## src/rtl/mvm_pkg.sv

```systemverilog
// Shared types and default sizing for the matrix x vector sequencer.
package mvm_pkg;

    localparam int N_DEF         = 3;
    localparam int LOGSIZE_M_DEF = 4;
    localparam int LOGSIZE_X_DEF = 2;

    typedef enum logic [1:0] {
        LOAD_M,
        LOAD_X,
        COMPUTE,
        OUT
    } state_t;

endpackage

```

## src/rtl/mvm_if.sv

```systemverilog
// Handshake and datapath-control bundle between mvm_ctrl and its surroundings.
// master: the controller. slave: upstream source, downstream sink and datapath.
interface mvm_if
    import mvm_pkg::*;
#(
    parameter int LOGSIZE_M = LOGSIZE_M_DEF,
    parameter int LOGSIZE_X = LOGSIZE_X_DEF
) ();

    logic                 s_valid;
    logic                 s_ready;
    logic                 wr_en_M;
    logic                 wr_en_X;
    logic [LOGSIZE_M-1:0] addr_M;
    logic [LOGSIZE_X-1:0] addr_X;
    logic                 clr_acc;
    logic                 mac_en;
    logic                 m_valid;
    logic                 m_ready;
    logic [LOGSIZE_X-1:0] row_idx;
    logic                 m_last;

    modport master (
        input  s_valid, m_ready,
        output s_ready, wr_en_M, wr_en_X, addr_M, addr_X,
               clr_acc, mac_en, m_valid, row_idx, m_last
    );

    modport slave (
        output s_valid, m_ready,
        input  s_ready, wr_en_M, wr_en_X, addr_M, addr_X,
               clr_acc, mac_en, m_valid, row_idx, m_last
    );

endinterface

```

## src/rtl/mvm_addr_gen.sv

```systemverilog
// Row / phase counters for the compute pass. The matrix read address is a
// running row base plus the phase, so no multiplier is needed.
module mvm_addr_gen
    import mvm_pkg::*;
#(
    parameter int N         = N_DEF,
    parameter int LOGSIZE_M = LOGSIZE_M_DEF,
    parameter int LOGSIZE_X = LOGSIZE_X_DEF,
    parameter int K_W       = $clog2(N + 1)
) (
    input  logic                 clk,
    input  logic                 reset,
    input  logic                 clear,
    input  logic                 k_inc,
    input  logic                 row_inc,
    output logic [LOGSIZE_X-1:0] row,
    output logic [K_W-1:0]       k,
    output logic [LOGSIZE_M-1:0] addr
);

    logic [LOGSIZE_M-1:0] base;

    // Counter update: clear wins, then row advance (restarts phase), then phase step.
    // NOTE: sequential state uses non-blocking assignments so every flop samples pre-edge values.
    always_ff @(posedge clk or negedge reset) begin
        if (!reset) begin
            row  <= '0;
            k    <= '0;
            base <= '0;
        end else if (clear) begin
            row  <= '0;
            k    <= '0;
            base <= '0;
        end else if (row_inc) begin
            row  <= row + LOGSIZE_X'(1);
            base <= base + LOGSIZE_M'(N);
            k    <= '0;
        end else if (k_inc) begin
            k    <= k + K_W'(1);
        end
    end

    assign addr = base + LOGSIZE_M'(k);

endmodule

```

## src/rtl/mvm_ctrl.sv

```systemverilog
// Sequencer that turns the 8-bit MAC datapath into an N x N matrix times
// N-vector engine: loads M then X, runs one dot product per row, and hands
// each row result to a valid/ready sink.
module mvm_ctrl
    import mvm_pkg::*;
#(
    parameter int N         = N_DEF,
    parameter int LOGSIZE_M = LOGSIZE_M_DEF,
    parameter int LOGSIZE_X = LOGSIZE_X_DEF
) (
    input logic   clk,
    input logic   reset,
    mvm_if.master bus
);

    localparam int K_W = $clog2(N + 1);

    state_t               state;
    logic [LOGSIZE_M-1:0] wcnt;
    logic                 s_ready_q;
    logic                 clr_acc_q;
    logic                 mac_en_q;
    logic                 m_valid_q;
    logic                 m_last_q;

    logic [LOGSIZE_X-1:0] row;
    logic [K_W-1:0]       k;
    logic [LOGSIZE_M-1:0] comp_addr;

    logic accept;
    logic row_last;
    logic k_done;
    logic ag_clear;
    logic ag_k_inc;
    logic ag_row_inc;

    assign accept   = bus.s_valid && s_ready_q;
    assign row_last = (row == LOGSIZE_X'(N - 1));
    assign k_done   = (k == K_W'(N));

    mvm_addr_gen #(
        .N         (N),
        .LOGSIZE_M (LOGSIZE_M),
        .LOGSIZE_X (LOGSIZE_X),
        .K_W       (K_W)
    ) u_addr_gen (
        .clk     (clk),
        .reset   (reset),
        .clear   (ag_clear),
        .k_inc   (ag_k_inc),
        .row_inc (ag_row_inc),
        .row     (row),
        .k       (k),
        .addr    (comp_addr)
    );

    // Counter commands: held at zero while loading, step the phase during
    // COMPUTE, advance or restart the row on each accepted result.
    // NOTE: every output of a combinational block gets a default first, so no path infers a latch.
    always_comb begin
        ag_clear   = 1'b0;
        ag_k_inc   = 1'b0;
        ag_row_inc = 1'b0;
        unique case (state)
            LOAD_M, LOAD_X: ag_clear = 1'b1;
            COMPUTE:        ag_k_inc = !k_done;
            OUT: begin
                if (bus.m_ready) begin
                    ag_clear   = row_last;
                    ag_row_inc = !row_last;
                end
            end
            default: ag_clear = 1'b1;
        endcase
    end

    // Main sequencer: state, load word counter and the registered control outputs,
    // which are set one cycle ahead so they line up with the state they belong to.
    always_ff @(posedge clk or negedge reset) begin
        if (!reset) begin
            state     <= LOAD_M;
            wcnt      <= '0;
            s_ready_q <= 1'b1;
            clr_acc_q <= 1'b0;
            mac_en_q  <= 1'b0;
            m_valid_q <= 1'b0;
            m_last_q  <= 1'b0;
        end else begin
            unique case (state)
                LOAD_M: begin
                    if (accept) begin
                        if (wcnt == LOGSIZE_M'(N * N - 1)) begin
                            state <= LOAD_X;
                            wcnt  <= '0;
                        end else begin
                            wcnt <= wcnt + LOGSIZE_M'(1);
                        end
                    end
                end
                LOAD_X: begin
                    if (accept) begin
                        if (wcnt == LOGSIZE_M'(N - 1)) begin
                            state     <= COMPUTE;
                            wcnt      <= '0;
                            s_ready_q <= 1'b0;
                            clr_acc_q <= 1'b1;
                        end else begin
                            wcnt <= wcnt + LOGSIZE_M'(1);
                        end
                    end
                end
                COMPUTE: begin
                    clr_acc_q <= 1'b0;
                    if (k_done) begin
                        state     <= OUT;
                        mac_en_q  <= 1'b0;
                        m_valid_q <= 1'b1;
                        m_last_q  <= row_last;
                    end else begin
                        mac_en_q <= 1'b1;
                    end
                end
                OUT: begin
                    if (bus.m_ready) begin
                        m_valid_q <= 1'b0;
                        m_last_q  <= 1'b0;
                        if (row_last) begin
                            state     <= LOAD_M;
                            s_ready_q <= 1'b1;
                        end else begin
                            state     <= COMPUTE;
                            clr_acc_q <= 1'b1;
                        end
                    end
                end
                default: state <= LOAD_M;
            endcase
        end
    end

    // Address steering: write counter while loading, row base + phase otherwise.
    always_comb begin
        bus.addr_M = '0;
        bus.addr_X = '0;
        unique case (state)
            LOAD_M: bus.addr_M = wcnt;
            LOAD_X: bus.addr_X = LOGSIZE_X'(wcnt);
            default: begin
                bus.addr_M = comp_addr;
                bus.addr_X = LOGSIZE_X'(k);
            end
        endcase
    end

    assign bus.s_ready = s_ready_q;
    assign bus.wr_en_M = accept && (state == LOAD_M);
    assign bus.wr_en_X = accept && (state == LOAD_X);
    assign bus.clr_acc = clr_acc_q;
    assign bus.mac_en  = mac_en_q;
    assign bus.m_valid = m_valid_q;
    assign bus.m_last  = m_last_q;
    assign bus.row_idx = row;

endmodule

```

## src/flat_wrapper.sv

```systemverilog
// flat-port wrapper written by rule: the top's interface ports become plain ports
module mvm_ctrl_flat import mvm_pkg::*;
#(
    parameter int N         = N_DEF,
    parameter int LOGSIZE_M = LOGSIZE_M_DEF,
    parameter int LOGSIZE_X = LOGSIZE_X_DEF
)
  (clk, reset, bus_s_valid, bus_m_ready, bus_s_ready, bus_wr_en_M, bus_wr_en_X, bus_addr_M, bus_addr_X, bus_clr_acc, bus_mac_en, bus_m_valid, bus_row_idx, bus_m_last);
  mvm_if #(.LOGSIZE_M(LOGSIZE_M), .LOGSIZE_X(LOGSIZE_X)) bus_i ();
  input logic clk;
  input logic reset;
  input wire logic [$bits(bus_i.s_valid)-1:0] bus_s_valid;
  input wire logic [$bits(bus_i.m_ready)-1:0] bus_m_ready;
  output wire logic [$bits(bus_i.s_ready)-1:0] bus_s_ready;
  output wire logic [$bits(bus_i.wr_en_M)-1:0] bus_wr_en_M;
  output wire logic [$bits(bus_i.wr_en_X)-1:0] bus_wr_en_X;
  output wire logic [$bits(bus_i.addr_M)-1:0] bus_addr_M;
  output wire logic [$bits(bus_i.addr_X)-1:0] bus_addr_X;
  output wire logic [$bits(bus_i.clr_acc)-1:0] bus_clr_acc;
  output wire logic [$bits(bus_i.mac_en)-1:0] bus_mac_en;
  output wire logic [$bits(bus_i.m_valid)-1:0] bus_m_valid;
  output wire logic [$bits(bus_i.row_idx)-1:0] bus_row_idx;
  output wire logic [$bits(bus_i.m_last)-1:0] bus_m_last;
  assign bus_i.s_valid = bus_s_valid;
  assign bus_i.m_ready = bus_m_ready;
  assign bus_s_ready = bus_i.s_ready;
  assign bus_wr_en_M = bus_i.wr_en_M;
  assign bus_wr_en_X = bus_i.wr_en_X;
  assign bus_addr_M = bus_i.addr_M;
  assign bus_addr_X = bus_i.addr_X;
  assign bus_clr_acc = bus_i.clr_acc;
  assign bus_mac_en = bus_i.mac_en;
  assign bus_m_valid = bus_i.m_valid;
  assign bus_row_idx = bus_i.row_idx;
  assign bus_m_last = bus_i.m_last;
  mvm_ctrl #(.N(N), .LOGSIZE_M(LOGSIZE_M), .LOGSIZE_X(LOGSIZE_X)) u_core (.clk(clk), .reset(reset), .bus(bus_i));
endmodule
```

## config.mk

```make
export PLATFORM = sky130hd
export DESIGN_NAME = mvm_ctrl_flat
export DESIGN_NICKNAME = d
export VERILOG_FILES = /design/src/rtl/mvm_pkg.sv /design/src/rtl/mvm_if.sv /design/src/rtl/mvm_addr_gen.sv /design/src/rtl/mvm_ctrl.sv /design/src/flat_wrapper.sv
export SDC_FILE = /design/constraint.sdc
export NUM_CORES = 1
export LEC_CHECK = 0
export CAP_MARGIN = 25
export CORE_MARGIN = 2
export CORE_UTILIZATION = 40
export DETAILED_ROUTE_END_ITERATION = 12
export SLEW_MARGIN = 20
export SYNTH_ARGS = -nofsm -noshare
export SYNTH_HDL_FRONTEND = slang
export SYNTH_SLANG_ARGS = --single-unit
```

## constraint.sdc

```tcl
create_clock -name clk -period 3.2 [get_ports clk]
set_input_delay 0.96 -clock clk [delete_from_list [all_inputs] [get_ports clk]]
set_output_delay 0.96 -clock clk [all_outputs]
set_load 0.01 [all_outputs]
```

Word-level counts from Yosys, hierarchy flattened. Index checks and enable logic that the tools add are counted.

Flip-flop bits (word level): 19. Bits of input ports: 4. Output and inout bits: 15. Word-level logic and storage cells: 91.

Add/subtract/negate cells: 5. Eq/ne operators: 15. Muxes and demuxes: 43. Reduce and logical (&&, ||, !) cells: 18.

Operators by type and width (count): $mux W2 (12); $mux W4 (6); $mux W1 (16); $pmux W4 S2 (2); $ne A2 B1 Y1 const B (6); $reduce_and A5 Y1 (2); $eq A2 B2 Y1 const B (4); $pmux W1 S2 (4); $pmux W2 S4 (1); $reduce_bool A2 Y1 (4); $reduce_and A3 Y1 (2); $reduce_and A6 Y1 (1); $reduce_bool A3 Y1 (2); $add A2 B1 Y2 const B (2); $add A4 B1 Y4 const B (1); $add A4 B2 Y4 (1); $add A4 B2 Y4 const B (1); $eq A4 B2 Y1 const B (1); $eq A4 B4 Y1 const B (1); $ne A2 B2 Y1 const B (2); $pmux W2 S2 (1); $logic_and A1 B1 Y1 (3); $pmux W1 S3 (1); $eq A2 B1 Y1 const B (1); other kinds (3) (4).

Longest topological paths before layout.
Depth after elaboration: 6. Mapped depth: 7. Mapped depth without buffers: 6.

Cells and area by module. Synthesis repeated with hierarchy kept, for this count alone.

Cells, all modules: 126. Area, all modules: 1201.2 sq um.

By module, submodules not included: mvm_ctrl (times used 1, cells an instance 83, area each 747.0 sq um, sequential area each 276.5 sq um); mvm_addr_gen (times used 1, cells an instance 43, area each 454.2 sq um, sequential area each 200.2 sq um).

Worst setup path before layout. Ideal clock, no wire load.

Path kind: register to output. Start: register u_core.u_addr_gen.k[0]. End: output bus_addr_M[2]. Data arrival time: 1443 ps. Required time: 2240 ps. Slack: 797 ps. Cell stages (with the launch flop): 6. Buffers on the path: 0. Cell sequence: dfrtp_1 > ha_1 > inv_1 > fa_1 > xor2_1 > o21ai_0.

Cells in the longest elaborated chain, start to end: 2.

Ends and longest elaborated chain: start, declared (RTL line mvm_addr_gen.sv:17) `output logic [K_W-1:0] k,`; start signal, assigned (RTL line mvm_addr_gen.sv:39) `k <= k + K_W'(1);`; $add A4 B2 Y4 (RTL line mvm_addr_gen.sv:43) `assign addr = base + LOGSIZE_M'(k);`; $pmux W4 S2 (RTL line mvm_ctrl.sv:145) `unique case (state)`; end, declared (RTL line flat_wrapper.sv:17) `output wire logic [$bits(bus_i.addr_M)-1:0] bus_addr_M;`.

Every way passes these cells.

Final worst setup path.
Start: register u_core.u_addr_gen.base[0]. End: output bus_addr_M[1].

Cells in the longest elaborated chain, start to end: 2.

Ends and longest elaborated chain: start, declared (RTL line mvm_addr_gen.sv:21) `logic [LOGSIZE_M-1:0] base;`; start signal, assigned (RTL line mvm_addr_gen.sv:36) `base <= base + LOGSIZE_M'(N);`; $add A4 B2 Y4 (RTL line mvm_addr_gen.sv:43); $pmux W4 S2 (RTL line mvm_ctrl.sv:145).

Every way passes these cells.

==> metrics.txt <==
# TYPE chip_impl_metric gauge
chip_impl_metric{name="antenna_cells_inserted",unit=""} 0
chip_impl_metric{name="finalPower",unit="mW"} 0.377
chip_impl_metric{name="io-pin-count",unit=""} 19
chip_impl_metric{name="synthesized_area_divided_by_synthesized_cell_count",unit="um2"} 9.20
chip_impl_metric{name="worst_slack",unit="ns"} 0.159
chip_impl_info{name="timing.hold.worst.class",value="reg -> reg"} 1
chip_impl_metric{name="met3_length",unit="um"} 129
chip_impl_metric{name="timing.setup.tns",unit="ns"} 0
chip_impl_metric{name="grt_pass1_vias",unit=""} 986
chip_impl_info{name="tritoncts",value="yes"} 1
chip_impl_info{name="routed.top_layer",value="met4"} 1
chip_impl_metric{name="globalRouteOverflowTotal",unit=""} 0
chip_impl_metric{name="floorplan.initialDensity",unit="%"} 42.9
chip_impl_metric{name="fp-row-count",unit=""} 19
chip_impl_metric{name="synth_area",unit="mm2"} 0.00121
chip_impl_metric{name="synthesis.yosys.warnings",unit=""} 0
chip_impl_info{name="cp-start-kind",value="flop"} 1
chip_impl_metric{name="cts_sinks",unit=""} 19
chip_impl_metric{name="cts-buffers-inserted",unit=""} 3
chip_impl_metric{name="slew_headroom",unit="%"} 70.8
chip_impl_metric{name="routed_wl_met2",unit="um"} 1260
chip_impl_metric{name="final_period_minus_worst_setup_slack",unit="ns"} 3.04
chip_impl_info{name="outcome",value="finished, final reports clean"} 1
chip_impl_metric{name="dpl_worst_slack",unit="ns"} -0.0119
chip_impl_info{name="worstHoldStart",value="u_core.bus.mac_en"} 1
chip_impl_metric{name="cts.path.max_buffers",unit=""} 2
chip_impl_metric{name="drt-vias-per-instance",unit=""} 5.40
chip_impl_info{name="cp-end-kind",value="primary output"} 1
chip_impl_metric{name="final-setup-viol-count",unit=""} 0
chip_impl_metric{name="gp_congestion",unit=""} 0.802
chip_impl_metric{name="final_nets",unit=""} 172
chip_impl_metric{name="detail_route.first_pass.iterations",unit=""} 4
chip_impl_metric{name="die_w",unit="um"} 59.1
chip_impl_metric{name="wl_met1",unit="um"} 1160
chip_impl_metric{name="power.static_leakage",unit="nW"} 0.688
chip_impl_metric{name="drt_wl_total",unit="um"} 2570
chip_impl_metric{name="ant_nets",unit=""} 0
chip_impl_info{name="clk_root_buffer_cell",value="sky130_fd_sc_hd__clkbuf_4"} 1
chip_impl_metric{name="layout_worst_path_cycle_share",unit="%"} 95.0
chip_impl_info{name="rr_startpoint",value="u_core.wcnt[0]"} 1
chip_impl_metric{name="worst_ep_arrival_time",unit="ns"} 2.08
chip_impl_metric{name="achievable-frequency",unit="GHz"} 0.329
chip_impl_metric{name="routed_wire_length_per_instance",unit="um"} 13.8
chip_impl_metric{name="power_per_cell_area",unit="mW/mm2"} 256
chip_impl_metric{name="hpwl",unit="um"} 1930
chip_impl_metric{name="vdd.ir_drop.worst",unit="mV"} 0.227
chip_impl_metric{name="maxSlewViolCount",unit=""} 0
chip_impl_metric{name="seq_area_frac_synth",unit="%"} 39.2
chip_impl_metric{name="area_growth_syn_to_layout",unit="%"} 21.3
chip_impl_metric{name="drv_cap",unit=""} 0
chip_impl_metric{name="holdWs",unit="ns"} 0.487
chip_impl_metric{name="clk_transition_reported_paths",unit="ns"} 0.10
chip_impl_metric{name="io_buffer_count",unit=""} 18
chip_impl_info{name="classification_of_the_worst_setup_path",value="reg -> out"} 1
chip_impl_info{name="rsz0062_at_grt",value="no"} 1
chip_impl_metric{name="vias",unit=""} 1010
chip_impl_metric{name="netlist_instances",unit=""} 132
chip_impl_metric{name="cts_htree_levels",unit=""} 1
chip_impl_metric{name="finalHoldViolCount",unit=""} 0
chip_impl_metric{name="drc_violation_count_after_routing",unit=""} 0
chip_impl_metric{name="worst_skew_pair.late_latency",unit="ns"} 0.31
chip_impl_metric{name="floorplan.core_area",unit="mm2"} 0.00283
chip_impl_metric{name="grt_first_pass_wirelength",unit="um"} 4470
chip_impl_metric{name="critical_path_required",unit="ns"} 2.24
chip_impl_metric{name="dr.first_iter.drc_count",unit=""} 31
chip_impl_metric{name="synth.net_count",unit=""} 147
chip_impl_info{name="worst_setup_path_startpoint",value="u_core.u_addr_gen.base[0]"} 1
chip_impl_metric{name="grt_max_degree",unit=""} 20
chip_impl_metric{name="ys_ff_latch",unit=""} 19
chip_impl_metric{name="die-height",unit="um"} 59.1
chip_impl_metric{name="fraction_of_final_layout_cells_with_drive_strength_greater_than_1",unit="%"} 9.62
chip_impl_metric{name="synthDistinctLibCells",unit=""} 40
chip_impl_metric{name="track_usage",unit="%"} 16.9
chip_impl_metric{name="tightest_slew",unit="ns"} 0.438
chip_impl_metric{name="die-area",unit="mm2"} 0.00349
chip_impl_metric{name="critical_path_peak_fanout",unit=""} 2
chip_impl_metric{name="antenna_found_initial",unit=""} 0
chip_impl_info{name="layout.cells.most_common_list",value="sky130_fd_sc_hd__nand2_1, sky130_fd_sc_hd__dfrtp_1, sky130_fd_sc_hd__clkdlybuf4s50_1"} 1
chip_impl_metric{name="finalClockSkew",unit="ns"} 0.00866
==> Yosys cell counts <==
cell | instances | share of area (%)
sky130_fd_sc_hd__a211oi_1 | 1 | 0.62
sky130_fd_sc_hd__a21o_1 | 1 | 0.62
sky130_fd_sc_hd__a21oi_1 | 12 | 4.9
sky130_fd_sc_hd__a22o_1 | 3 | 2.2
sky130_fd_sc_hd__a22oi_1 | 1 | 0.62
sky130_fd_sc_hd__a31oi_1 | 1 | 0.52
sky130_fd_sc_hd__a32oi_1 | 1 | 0.72
sky130_fd_sc_hd__and3b_1 | 1 | 0.72
sky130_fd_sc_hd__and4b_1 | 1 | 0.82
sky130_fd_sc_hd__and4bb_1 | 1 | 1.0
sky130_fd_sc_hd__buf_2 | 1 | 0.41
sky130_fd_sc_hd__buf_4 | 2 | 1.2
sky130_fd_sc_hd__buf_6 | 1 | 0.93
sky130_fd_sc_hd__dfrtp_1 | 18 | 37
sky130_fd_sc_hd__dfstp_2 | 1 | 2.2
sky130_fd_sc_hd__fa_1 | 1 | 1.6
sky130_fd_sc_hd__ha_1 | 10 | 10
sky130_fd_sc_hd__inv_1 | 10 | 3.1
sky130_fd_sc_hd__mux2i_1 | 1 | 0.82
sky130_fd_sc_hd__nand2_1 | 18 | 5.6
sky130_fd_sc_hd__nand2b_1 | 1 | 0.52
sky130_fd_sc_hd__nand2b_2 | 1 | 0.72
sky130_fd_sc_hd__nand3_1 | 3 | 1.2
sky130_fd_sc_hd__nand3b_1 | 2 | 1.2
sky130_fd_sc_hd__nand4b_1 | 1 | 0.72
sky130_fd_sc_hd__nand4b_4 | 1 | 2.0
sky130_fd_sc_hd__nor2_1 | 8 | 2.5
sky130_fd_sc_hd__nor2_2 | 1 | 0.52
sky130_fd_sc_hd__nor2b_1 | 3 | 1.5
sky130_fd_sc_hd__nor2b_2 | 1 | 0.72
sky130_fd_sc_hd__nor3_1 | 3 | 1.2
sky130_fd_sc_hd__o211ai_1 | 1 | 0.62
sky130_fd_sc_hd__o211ai_2 | 1 | 1.0
sky130_fd_sc_hd__o21ai_0 | 10 | 4.1
sky130_fd_sc_hd__o21ai_1 | 2 | 0.82
sky130_fd_sc_hd__o31ai_1 | 1 | 0.62
sky130_fd_sc_hd__or2_0 | 1 | 0.52
sky130_fd_sc_hd__or3_1 | 1 | 0.52
sky130_fd_sc_hd__xnor2_1 | 2 | 1.4
sky130_fd_sc_hd__xor2_1 | 2 | 1.4
==> layer usage <==
layer	track usage (%)	vias up
met5	0	-
met4	4.87	0
met3	4.80	4
met2	28.6	26
met1	21.1	475
li1	-	505
==> kinds of logic (layout without fill, tap and decap cells) <==
group / count (synthesis) / after routing / synth area share [%]
XOR/XNOR: 4 / 4 / 2.88
buffers and inverters: 14 / 38 / 5.66
flip-flops: 19 / 19 / 39.2
multiplexers: 1 / 1 / 0.824
adder cells (fa/ha/maj): 11 / 11 / 11.9
AO/OA/AOI/OAI: 35 / 35 / 17.4
AND/OR/NAND/NOR: 48 / 48 / 22.0
==> area by class of cell <==
cell class / count / area (um2)
inverter: 10 / 37.5
multi-input combinational: 99 / 669
fill: 273 / 1360
tap: 31 / 38.8
timing repair buffer: 24 / 225
clock buffer: 4 / 26.3
sequential: 19 / 477
==> power breakdown <==
part / internal (mW) / switching [mW] / leakage (nW) / total, mW
Combinational: 0.00483 / 0.00677 / 0.427 / 0.0116
Clock: 0.0488 / 0.0767 / 0.0150 / 0.125
Sequential: 0.240 / 0 / 0.246 / 0.240
Total: 0.294 / 0.0835 / 0.688 / 0.377
==> critical path, cell delays in order, from the launching register on <==
cell and delay, ns:
sky130_fd_sc_hd__dfrtp_1 0.40, sky130_fd_sc_hd__ha_1 0.22, sky130_fd_sc_hd__inv_1 0.08, sky130_fd_sc_hd__fa_1 0.38
sky130_fd_sc_hd__o21ai_0 0.15, sky130_fd_sc_hd__clkdlybuf4s50_1 0.56
==> worst paths after layout <==
| path | cells after the start | slack [ns] | endpoint |
|---|---|---|---|
| worst max-delay path | 5 | 0.16 | bus_addr_M[1] |
| worst min-delay path | 1 | 0.49 | u_core.bus.mac_en |
| worst max register to register | 6 | 1.55 | u_core.wcnt[3] |
| worst min register to register | 1 | 0.49 | u_core.bus.mac_en |
| max in group asynchronous | 2 | 1.97 | u_core.bus.s_ready |
| min in group asynchronous | 2 | 0.97 | u_core.bus.m_valid |
==> state kept, by name (all words and copies together) (netlist names) <==
register and cells:
u_core.bus.s_ready 1, u_core.bus.clr_acc 1, u_core.u_addr_gen.base 4, u_core.u_addr_gen.row 2, u_core.bus.mac_en 1, u_core.bus.m_valid 1
u_core.bus.m_last 1, u_core.wcnt 4, u_core.state 2, u_core.u_addr_gen.k 2
==> stage by stage <==
step / cells / utilization (%) / instance area [um2]
floorplan: 132 / - / 1210
global placement: 181 / 50.6 / 1430
detailed placement: 181 / 50.6 / 1430
CTS: 187 / 52.0 / 1470
global route: 187 / 52.1 / 1470
finish: 187 / 52.1 / 1470
==> timing repair <==
action | in CTS | in global routing
endpoints found under the setup margin | 3 | 1
gates cloned | 0 | 0
hold buffers | 0 | 0
buffers inserted | 2 | 0
resized for setup | 2 | 1
No activity file was read; power rests on OpenSTA's default activity.
